## src/rtl/softmax_max_sub.sv

```systemverilog
// Row-buffered max-subtract stage: buffers a row of int8 beats, tracks per-group
// signed maxima, then replays the row as saturated (x - groupmax).
module softmax_max_sub #(
    parameter int unsigned LANES     = 8,
    parameter int unsigned MAX_BEATS = 16
) (
    input  logic                 clk,
    input  logic                 rst_n,
    input  logic [1:0]           seg_mode,
    input  logic                 in_valid,
    output logic                 in_ready,
    input  logic [LANES*8-1:0]   in_data,
    input  logic                 in_last,
    output logic                 out_valid,
    input  logic                 out_ready,
    output logic [LANES*8-1:0]   out_data,
    output logic                 out_last,
    output logic                 row_err
);
    localparam int unsigned DW = LANES * 8;
    localparam int unsigned PW = $clog2(MAX_BEATS);
    localparam int unsigned CW = PW + 1;

    typedef enum logic [1:0] {IDLE, LOAD, DRAIN} state_t;

    state_t                state, state_n;
    logic [CW-1:0]         count, count_n;
    logic [PW-1:0]         rd_ptr, rd_ptr_n;
    logic [1:0]            mode_q, mode_n, mode_eff, seg_norm;
    logic                  in_ready_n, out_valid_n, out_last_n, row_err_n;
    logic                  accept, drain_hs, first_beat;

    logic [DW-1:0]         buffer [MAX_BEATS];
    logic [DW-1:0]         rd_word;
    logic signed [7:0]     gmax      [8];
    logic signed [7:0]     lane_in   [8];
    logic signed [7:0]     beat_max  [8];
    logic signed [7:0]     pair_max  [4];
    logic signed [7:0]     quad_max  [2];
    logic signed [7:0]     all_max;
    logic [8:0]            diff      [8];

    function automatic logic signed [7:0] smax(input logic signed [7:0] a,
                                               input logic signed [7:0] b);
        return (a > b) ? a : b;
    endfunction

    assign accept   = in_valid && in_ready;
    assign drain_hs = out_valid && out_ready;
    assign seg_norm = (seg_mode == 2'd3) ? 2'd0 : seg_mode;
    assign mode_eff = (state == IDLE) ? seg_norm : mode_q;

    // Per-lane maximum of the lane's group within the incoming beat
    always_comb begin
        for (int i = 0; i < 8; i++) begin
            lane_in[i] = in_data[8*i +: 8];
        end
        for (int p = 0; p < 4; p++) begin
            pair_max[p] = smax(lane_in[2*p], lane_in[2*p+1]);
        end
        quad_max[0] = smax(pair_max[0], pair_max[1]);
        quad_max[1] = smax(pair_max[2], pair_max[3]);
        all_max     = smax(quad_max[0], quad_max[1]);
        for (int i = 0; i < 8; i++) begin
            case (mode_eff)
                2'd2:    beat_max[i] = pair_max[i/2];
                2'd1:    beat_max[i] = quad_max[i/4];
                default: beat_max[i] = all_max;
            endcase
        end
    end

    // Next-state and registered-output logic
    always_comb begin
        state_n    = state;
        count_n    = count;
        rd_ptr_n   = rd_ptr;
        mode_n     = mode_q;
        out_last_n = out_last;
        row_err_n  = 1'b0;
        first_beat = 1'b0;
        case (state)
            IDLE: begin
                if (accept) begin
                    first_beat = 1'b1;
                    mode_n     = seg_norm;
                    count_n    = CW'(1);
                    state_n    = in_last ? DRAIN : LOAD;
                    out_last_n = in_last;
                end
            end
            LOAD: begin
                if (accept) begin
                    count_n = count + CW'(1);
                    if (in_last || count_n == CW'(MAX_BEATS)) begin
                        state_n    = DRAIN;
                        row_err_n  = !in_last;
                        out_last_n = 1'b0;
                    end
                end
            end
            DRAIN: begin
                if (drain_hs) begin
                    if (out_last) begin
                        state_n    = IDLE;
                        count_n    = '0;
                        rd_ptr_n   = '0;
                        out_last_n = 1'b0;
                    end else begin
                        rd_ptr_n   = rd_ptr + PW'(1);
                        out_last_n = ({1'b0, rd_ptr_n} == count - CW'(1));
                    end
                end
            end
            default: state_n = IDLE;
        endcase
        in_ready_n  = (state_n != DRAIN);
        out_valid_n = (state_n == DRAIN);
    end

    always_ff @(posedge clk or negedge rst_n) begin
        if (!rst_n) begin
            state     <= IDLE;
            count     <= '0;
            rd_ptr    <= '0;
            mode_q    <= 2'd0;
            in_ready  <= 1'b0;
            out_valid <= 1'b0;
            out_last  <= 1'b0;
            row_err   <= 1'b0;
            for (int i = 0; i < 8; i++) gmax[i] <= '0;
        end else begin
            state     <= state_n;
            count     <= count_n;
            rd_ptr    <= rd_ptr_n;
            mode_q    <= mode_n;
            in_ready  <= in_ready_n;
            out_valid <= out_valid_n;
            out_last  <= out_last_n;
            row_err   <= row_err_n;
            if (accept) begin
                for (int i = 0; i < 8; i++) begin
                    gmax[i] <= first_beat ? beat_max[i] : smax(gmax[i], beat_max[i]);
                end
            end
        end
    end

    // Row storage carries no reset; contents are don't-care after reset
    always_ff @(posedge clk) begin
        if (accept) begin
            buffer[count[PW-1:0]] <= in_data;
        end
    end

    // 9-bit difference, clamped at -128 (bit8 set, bit7 clear means below -128)
    assign rd_word = buffer[rd_ptr];
    always_comb begin
        out_data = '0;
        for (int i = 0; i < 8; i++) begin
            diff[i] = {rd_word[8*i+7], rd_word[8*i +: 8]} - {gmax[i][7], gmax[i]};
            if (out_valid) begin
                out_data[8*i +: 8] = (diff[i][8] && !diff[i][7]) ? 8'h80 : diff[i][7:0];
            end
        end
    end

endmodule

```

## config.mk

```make
export PLATFORM = sky130hd
export DESIGN_NAME = softmax_max_sub
export DESIGN_NICKNAME = d
export VERILOG_FILES = /design/src/rtl/softmax_max_sub.sv
export SDC_FILE = /design/constraint.sdc
export NUM_CORES = 1
export LEC_CHECK = 0
export BUFFER_PORTS_ARGS = -buffer_cell sky130_fd_sc_hd__buf_2
export CAP_MARGIN = 20
export CORE_MARGIN = 1.5
export CORE_UTILIZATION = 60
export CTS_BUF_LIST = sky130_fd_sc_hd__clkbuf_8
export DETAILED_ROUTE_END_ITERATION = 6
export PLACE_DENSITY = 0.89
export SKIP_CTS_REPAIR_TIMING = 1
export SLEW_MARGIN = 20
export SYNTH_ARGS = -nofsm -noshare
export SYNTH_HDL_FRONTEND = slang
export SYNTH_SLANG_ARGS = --single-unit
```

## constraint.sdc

```tcl
create_clock -name clk -period 13 [get_ports clk]
set_input_delay 1.95 -clock clk [delete_from_list [all_inputs] [get_ports clk]]
set_output_delay 1.95 -clock clk [all_outputs]
set_load 0.1 [all_outputs]
```

==> results.cfg, run 1 <==
[detailed_routing]
drt_wl_total_mm = 124
drt_iter0_drc = 3875
dr.pass1.iters = 6
wl_per_cell_um = 29.4
drc = 0
vias_per_cell = 6.66
ant_nets = 0
via_count = 28000

[outcome]
outcome = finished, final reports clean

[synth]
synth_top_area_cell = edfxtp_1
ys_ff_latch = 1105
ys.warnings.count = 0
synth_edf_count = 1024
synth_top_area_share_pct = 62.3
synth.yosys.seq_area_share_pct = 66.4
syn_nets = 3060
ys_top_cells_by_area = edfxtp_1 62%, mux4_2 15%, ha_1 4.8%
async_reset_ff_share_pct = 7.33
ys.flop_type = edfxtp_1
ys_types = 80
syn_inst = 2793
avgSynthCellArea_sq_um = 17.7
syn_area_sq_um = 49400

[cells_and_area]
regArea_sq_um = 32800
synthToLayoutAreaGrowth_pct = 10.5
drive_gt1_share_pct = 24.8
layout_commonest_cell = edfxtp_1
fin_area_sq_um = 54500
final_cell_mix = 1024 x edfxtp_1, 320 x mux4_2, 220 x inv_1
nets = 3290
nFillCells = 4989
multi_input_area_sq_um = 15500
fin_util_pct = 67.4

[timing]
relSlewSlack_pct = 22.5
tightest_slew_ps = 1160
period_share_pct = 82.3
fmax_ghz = 0.0935
finClkSkew_ps = 55.5
finalHoldViolCount = 0
slew_viol_final = 0
finalCriticalPeriod_ps = 10700
rsz0062_at_grt = false
finalSetupTns_ps = 0
setup_viol_count_final = 0

[worst_setup_path]
path_max_fanout = 18
critPathLaunchType = input port
cp_data_arrival_time_ps = 11390
crit_top_cell = a21oi_1
r2r_cells = 15
worstSetupPathType = in2reg
cp-end-kind = flop
cp_slowest_stage_delay_ps = 780
required_ps = 13690
slowest_stage = o21ai_1

[grt]
global_route.usage.met3_pct = 6.23
overflow = 0
grt_pass1_vias = 29200
grt.met1_usage_pct = 40.0
grtUsageTotal_pct = 29.8
grt_max_degree = 149
grt_pass1_wl_mm = 184
busiest_layer = met2
grt_use_met2_pct = 48.3
grt_antenna_before_repair = 8

[clock_tree]
cts-htree-levels = 4
cts.reportedPaths.clkPinSlew_ps = 60
cts_tree = done
clockRootBuffer = clkbuf_8
clkSinkCount = 1105
clockBufferDepth = 3
cts_buffers = 167
clk_latency_ps = 840

[placement]
port_buffers = 138
dp_hpwl_mm = 73.5
place.gp.congestion = 0.947
postPlaceCellArea_sq_um = 51300

[power_and_ir_drop]
seq_power_share_pct = 34.1
power_frac_comb_pct = 43.9
p_sw_mw = 4.99
leakage_nw = 19.4
p_clk_share_pct = 22.0
cell_internal_pwr_mw = 7.67
switching_share_pct = 39.4
ir_drop_uv = 215
power_density_nw_per_um2 = 232

[die]
initial_core_util_pct = 61.0
die_w_um = 290
core_area_sq_um = 80900
io_pins = 139
core.rowCount = 104
die_area_sq_um = 84000
fp.dieH_um = 290

[job]
max-cap-violations = 0

[hold_path]
hold_class = reg2reg
whs_path_depth = 1
routing by layer:
layer	wire length [um]	up-vias
met5	55	-
li1	-	11600
met2	60300	1820
met4	4640	10
met3	13100	341
met1	45900	14200
worst paths after layout:
check                             to  slack, ps         from
max in group asynchronous   gmax[30]      10740        rst_n
setup / recovery             gmax[3]       2300  in_data[47]
min in group asynchronous   state[1]        940        rst_n
setup reg to reg            gmax[51]       6260     state[1]
hold reg to reg            mode_q[1]        510    mode_q[1]
hold / removal             mode_q[1]        510    mode_q[1]
worst max-delay path, delay by kind of cell:
family          cells  cell delay [ps]
simple gates       11             2150
mux                 4             1650
compound gates     15             3750
buf+inv             2              340
fa+ha+maj           4             1540
through the flow:
step | power [mW] | cells | hold slack [ps] | setup WS, ps
after CTS | 12.6 | 4208 | 515 | 2540
after global placement | 9.60 | 3913 | 488 | 2000
after floorplan | 8.50 | 2793 | 475 | 3490
after global routing | 13.2 | 4211 | 542 | 1700
final | 12.7 | 4212 | 514 | 2300
after detailed placement | 9.82 | 3913 | 499 | 1710
cell families after synthesis:
group	after synthesis	synth area share [%]
AO/OA/AOI/OAI	371	5.30
XOR/XNOR	45	0.799
adder cells (fa/ha/maj)	197	5.11
buffers and inverters	278	2.23
flip-flops	1105	66.4
multiplexers	382	15.9
AND/OR/NAND/NOR	415	4.22
power by group through the flow:
stage	Sequential [mW]	Combinational, mW	Clock (mW)
floorplan	4.33	4.17	0
global placement	4.36	5.23	0
detailed placement	4.38	5.44	0
CTS	4.31	5.49	2.81
global route	4.34	5.95	2.96
finish	4.32	5.56	2.78
cells in the mapped netlist, types with 18 or more instances:
master and number:
mux4_2 320, nand3_1 23, nor3_1 21, clkbuf_1 70, o21ai_1 18, nor2_1 112, a21oi_1 84, dfrtp_1 81
nand2_1 95, buf_1 28, inv_1 168, mux2i_1 40, edfxtp_1 1024, o31ai_1 44, nor2b_1 49, ha_1 188
a21o_1 57, xnor2_1 41, o21a_1 18, nand2b_1 27, a21boi_0 24, o21ai_0 50
layout make-up:
| cell class | instances | share of cell area [%] |
|---|---|---|
| flip-flops and latches | 1105 | 60.1 |
| multi-input cells | 1410 | 28.5 |
| clock buffers | 171 | 4.32 |
| well taps | 1060 | 2.43 |
| repair buffers | 170 | 1.82 |
| clock inverters | 124 | 1.61 |
| inverters | 169 | 1.16 |
| diodes | 3 | 0.0138 |
state kept, by name (all words and copies together) (netlist names), 2 cells and up:
| register | flops |
|---|---|
| count | 5 |
| rd_ptr | 4 |
| buffer | 1024 |
| state | 2 |
| mode_q | 2 |
| gmax | 64 |
Power figures use the tool's default switching activity.
==> run 2, diff against run 1 <==
==> constraint.sdc (replaced) <==
create_clock -name clk -period 10.7 [get_ports clk]
set_input_delay 1.605 -clock clk [delete_from_list [all_inputs] [get_ports clk]]
set_output_delay 1.605 -clock clk [all_outputs]
set_load 0.1 [all_outputs]
==> run 2 against run 1 <==
Effect of this change:
- critical path depth increased by 1
- wire length is 0.62% lower
- via count grew 0.74%
- cell count is 0.40% higher
==> results.cfg, run 2 (same netlist as run 1, synthesis figures left out) <==
[outcome]
outcome = finished, final reports clean

[clock_tree]
clockBufferDepth = 3
cts.reportedPaths.clkPinSlew_ps = 60
cts_buffers = 165
cts-htree-levels = 4
clkSinkCount = 1105
clockRootBuffer = clkbuf_8
cts_tree = done
clk_latency_ps = 840

[detailed_routing]
vias_per_cell = 6.68
drt_iter0_drc = 3866
drt_wl_total_mm = 123
dr.pass1.iters = 6
via_count = 28300
wl_per_cell_um = 29.1
drc = 0
ant_nets = 0

[placement]
place.gp.congestion = 0.937
place_inst = 3931
dp_hpwl_mm = 73.8
port_buffers = 138

[timing]
finalSetupTns_ps = 0
finalHoldViolCount = 0
setup_viol_count_final = 0
tightest_slew_ps = 1090
fmax_ghz = 0.102
finClkSkew_ps = 38.3
rsz0062_at_grt = false
relSlewSlack_pct = 27.1
period_share_pct = 91.7
finalCriticalPeriod_ps = 9810
slew_viol_final = 0

[worst_setup_path]
cp-end-kind = flop
critPathLaunchType = input port
slowest_stage = o21ai_1
cp_slowest_stage_delay_ps = 810
crit_top_cell = a21oi_1
required_ps = 11400
path_max_fanout = 18
worstSetupPathType = in2reg
cp_data_arrival_time_ps = 10510

[cells_and_area]
largest_reg_flops = 1024
nets = 3305
synthToLayoutAreaGrowth_pct = 10.5
layout_commonest_cell = edfxtp_1
drive_gt1_share_pct = 25.1
layout.cells.non_filler = 4229
final_cell_mix = 1024 x edfxtp_1, 320 x mux4_2, 218 x inv_1

[die]
core.rowCount = 104
die_area_sq_um = 84000
die_w_um = 290
core_area_sq_um = 80900
fp.dieH_um = 290
io_pins = 139
initial_core_util_pct = 61.0

[power_and_ir_drop]
leakage_nw = 19.4
power_frac_comb_pct = 44.0
cell_internal_pwr_mw = 9.31
seq_power_share_pct = 34.5
p_sw_mw = 6.01
power_density_nw_per_um2 = 281
finalPower_mw = 15.3
ir_drop_uv = 272
switching_share_pct = 39.2
p_clk_share_pct = 21.6

[grt]
grt_antenna_before_repair = 11
grt_max_degree = 116
grtUsageTotal_pct = 29.6
overflow = 0
grt_pass1_wl_mm = 182
grt_pass1_vias = 29300

[hold_path]
hold_class = reg2reg

[job]
max-cap-violations = 0
-- run 2: critical path, delay by kind of cell --
family / cells / cell delay (ps)
AOI/OAI and AO/OA: 19 / 4560
muxes: 4 / 1310
adders and majority gates: 4 / 1270
and+or+nand+nor: 7 / 1170
buffers and inverters: 3 / 600
-- run 2: per-stage QoR --
stage	instance area (sq um)	hold slack, ps	setup slack, ps	utilization [%]
2_1_floorplan	49400	475	1540	-
3_3_place_gp	51400	485	637	63.5
3_5_place_dp	51400	493	225	63.5
4_1_cts	54500	505	1080	67.3
5_1_grt	54500	509	338	67.4
6_report	54500	505	889	67.4
-- run 2: path summary, 6_finish.rpt --
| check | from | end | slack, ps | cells past startpoint |
|---|---|---|---|---|
| max | in_data[45] | gmax[51] | 890 | 37 |
| min | mode_q[0] | mode_q[0] | 510 | 1 |
| max reg2reg | state[1] | gmax[51] | 4250 | 15 |
| min reg2reg | mode_q[0] | mode_q[0] | 510 | 1 |
| max in group asynchronous | rst_n | gmax[44] | 9260 | 1 |
| min in group asynchronous | rst_n | count[3] | 810 | 1 |
-- run 2: routing by layer --
layer / GRT usage, % / routed length, um / vias to the layer above
li1: - / - / 11700
met1: 40.0 / 45300 / 14300
met2: 47.6 / 59800 / 1892
met3: 6.07 / 13700 / 347
met4: 12.3 / 4360 / 8
met5: 0 / 54 / -
-- run 2: power groups by stage --
stage	clock, mW	combinational [mW]	sequential (mW)
after detailed placement	0	6.62	5.36
after CTS	3.33	6.66	5.27
after global placement	0	6.37	5.34
final	3.30	6.74	5.28
after global routing	3.51	7.24	5.30
after floorplan	0	5.07	5.26
-- run 2: layout make-up --
class	instances	area [sq um]
Timing Repair Buffer	187	1100
Clock buffer	174	2390
Antenna cell	6	15.0
Multi-Input combinational cell	1410	15500
Sequential cell	1105	32800
Fill cell	4988	26400
Clock inverter	118	728
Tap cell	1060	1330
Inverter	169	634
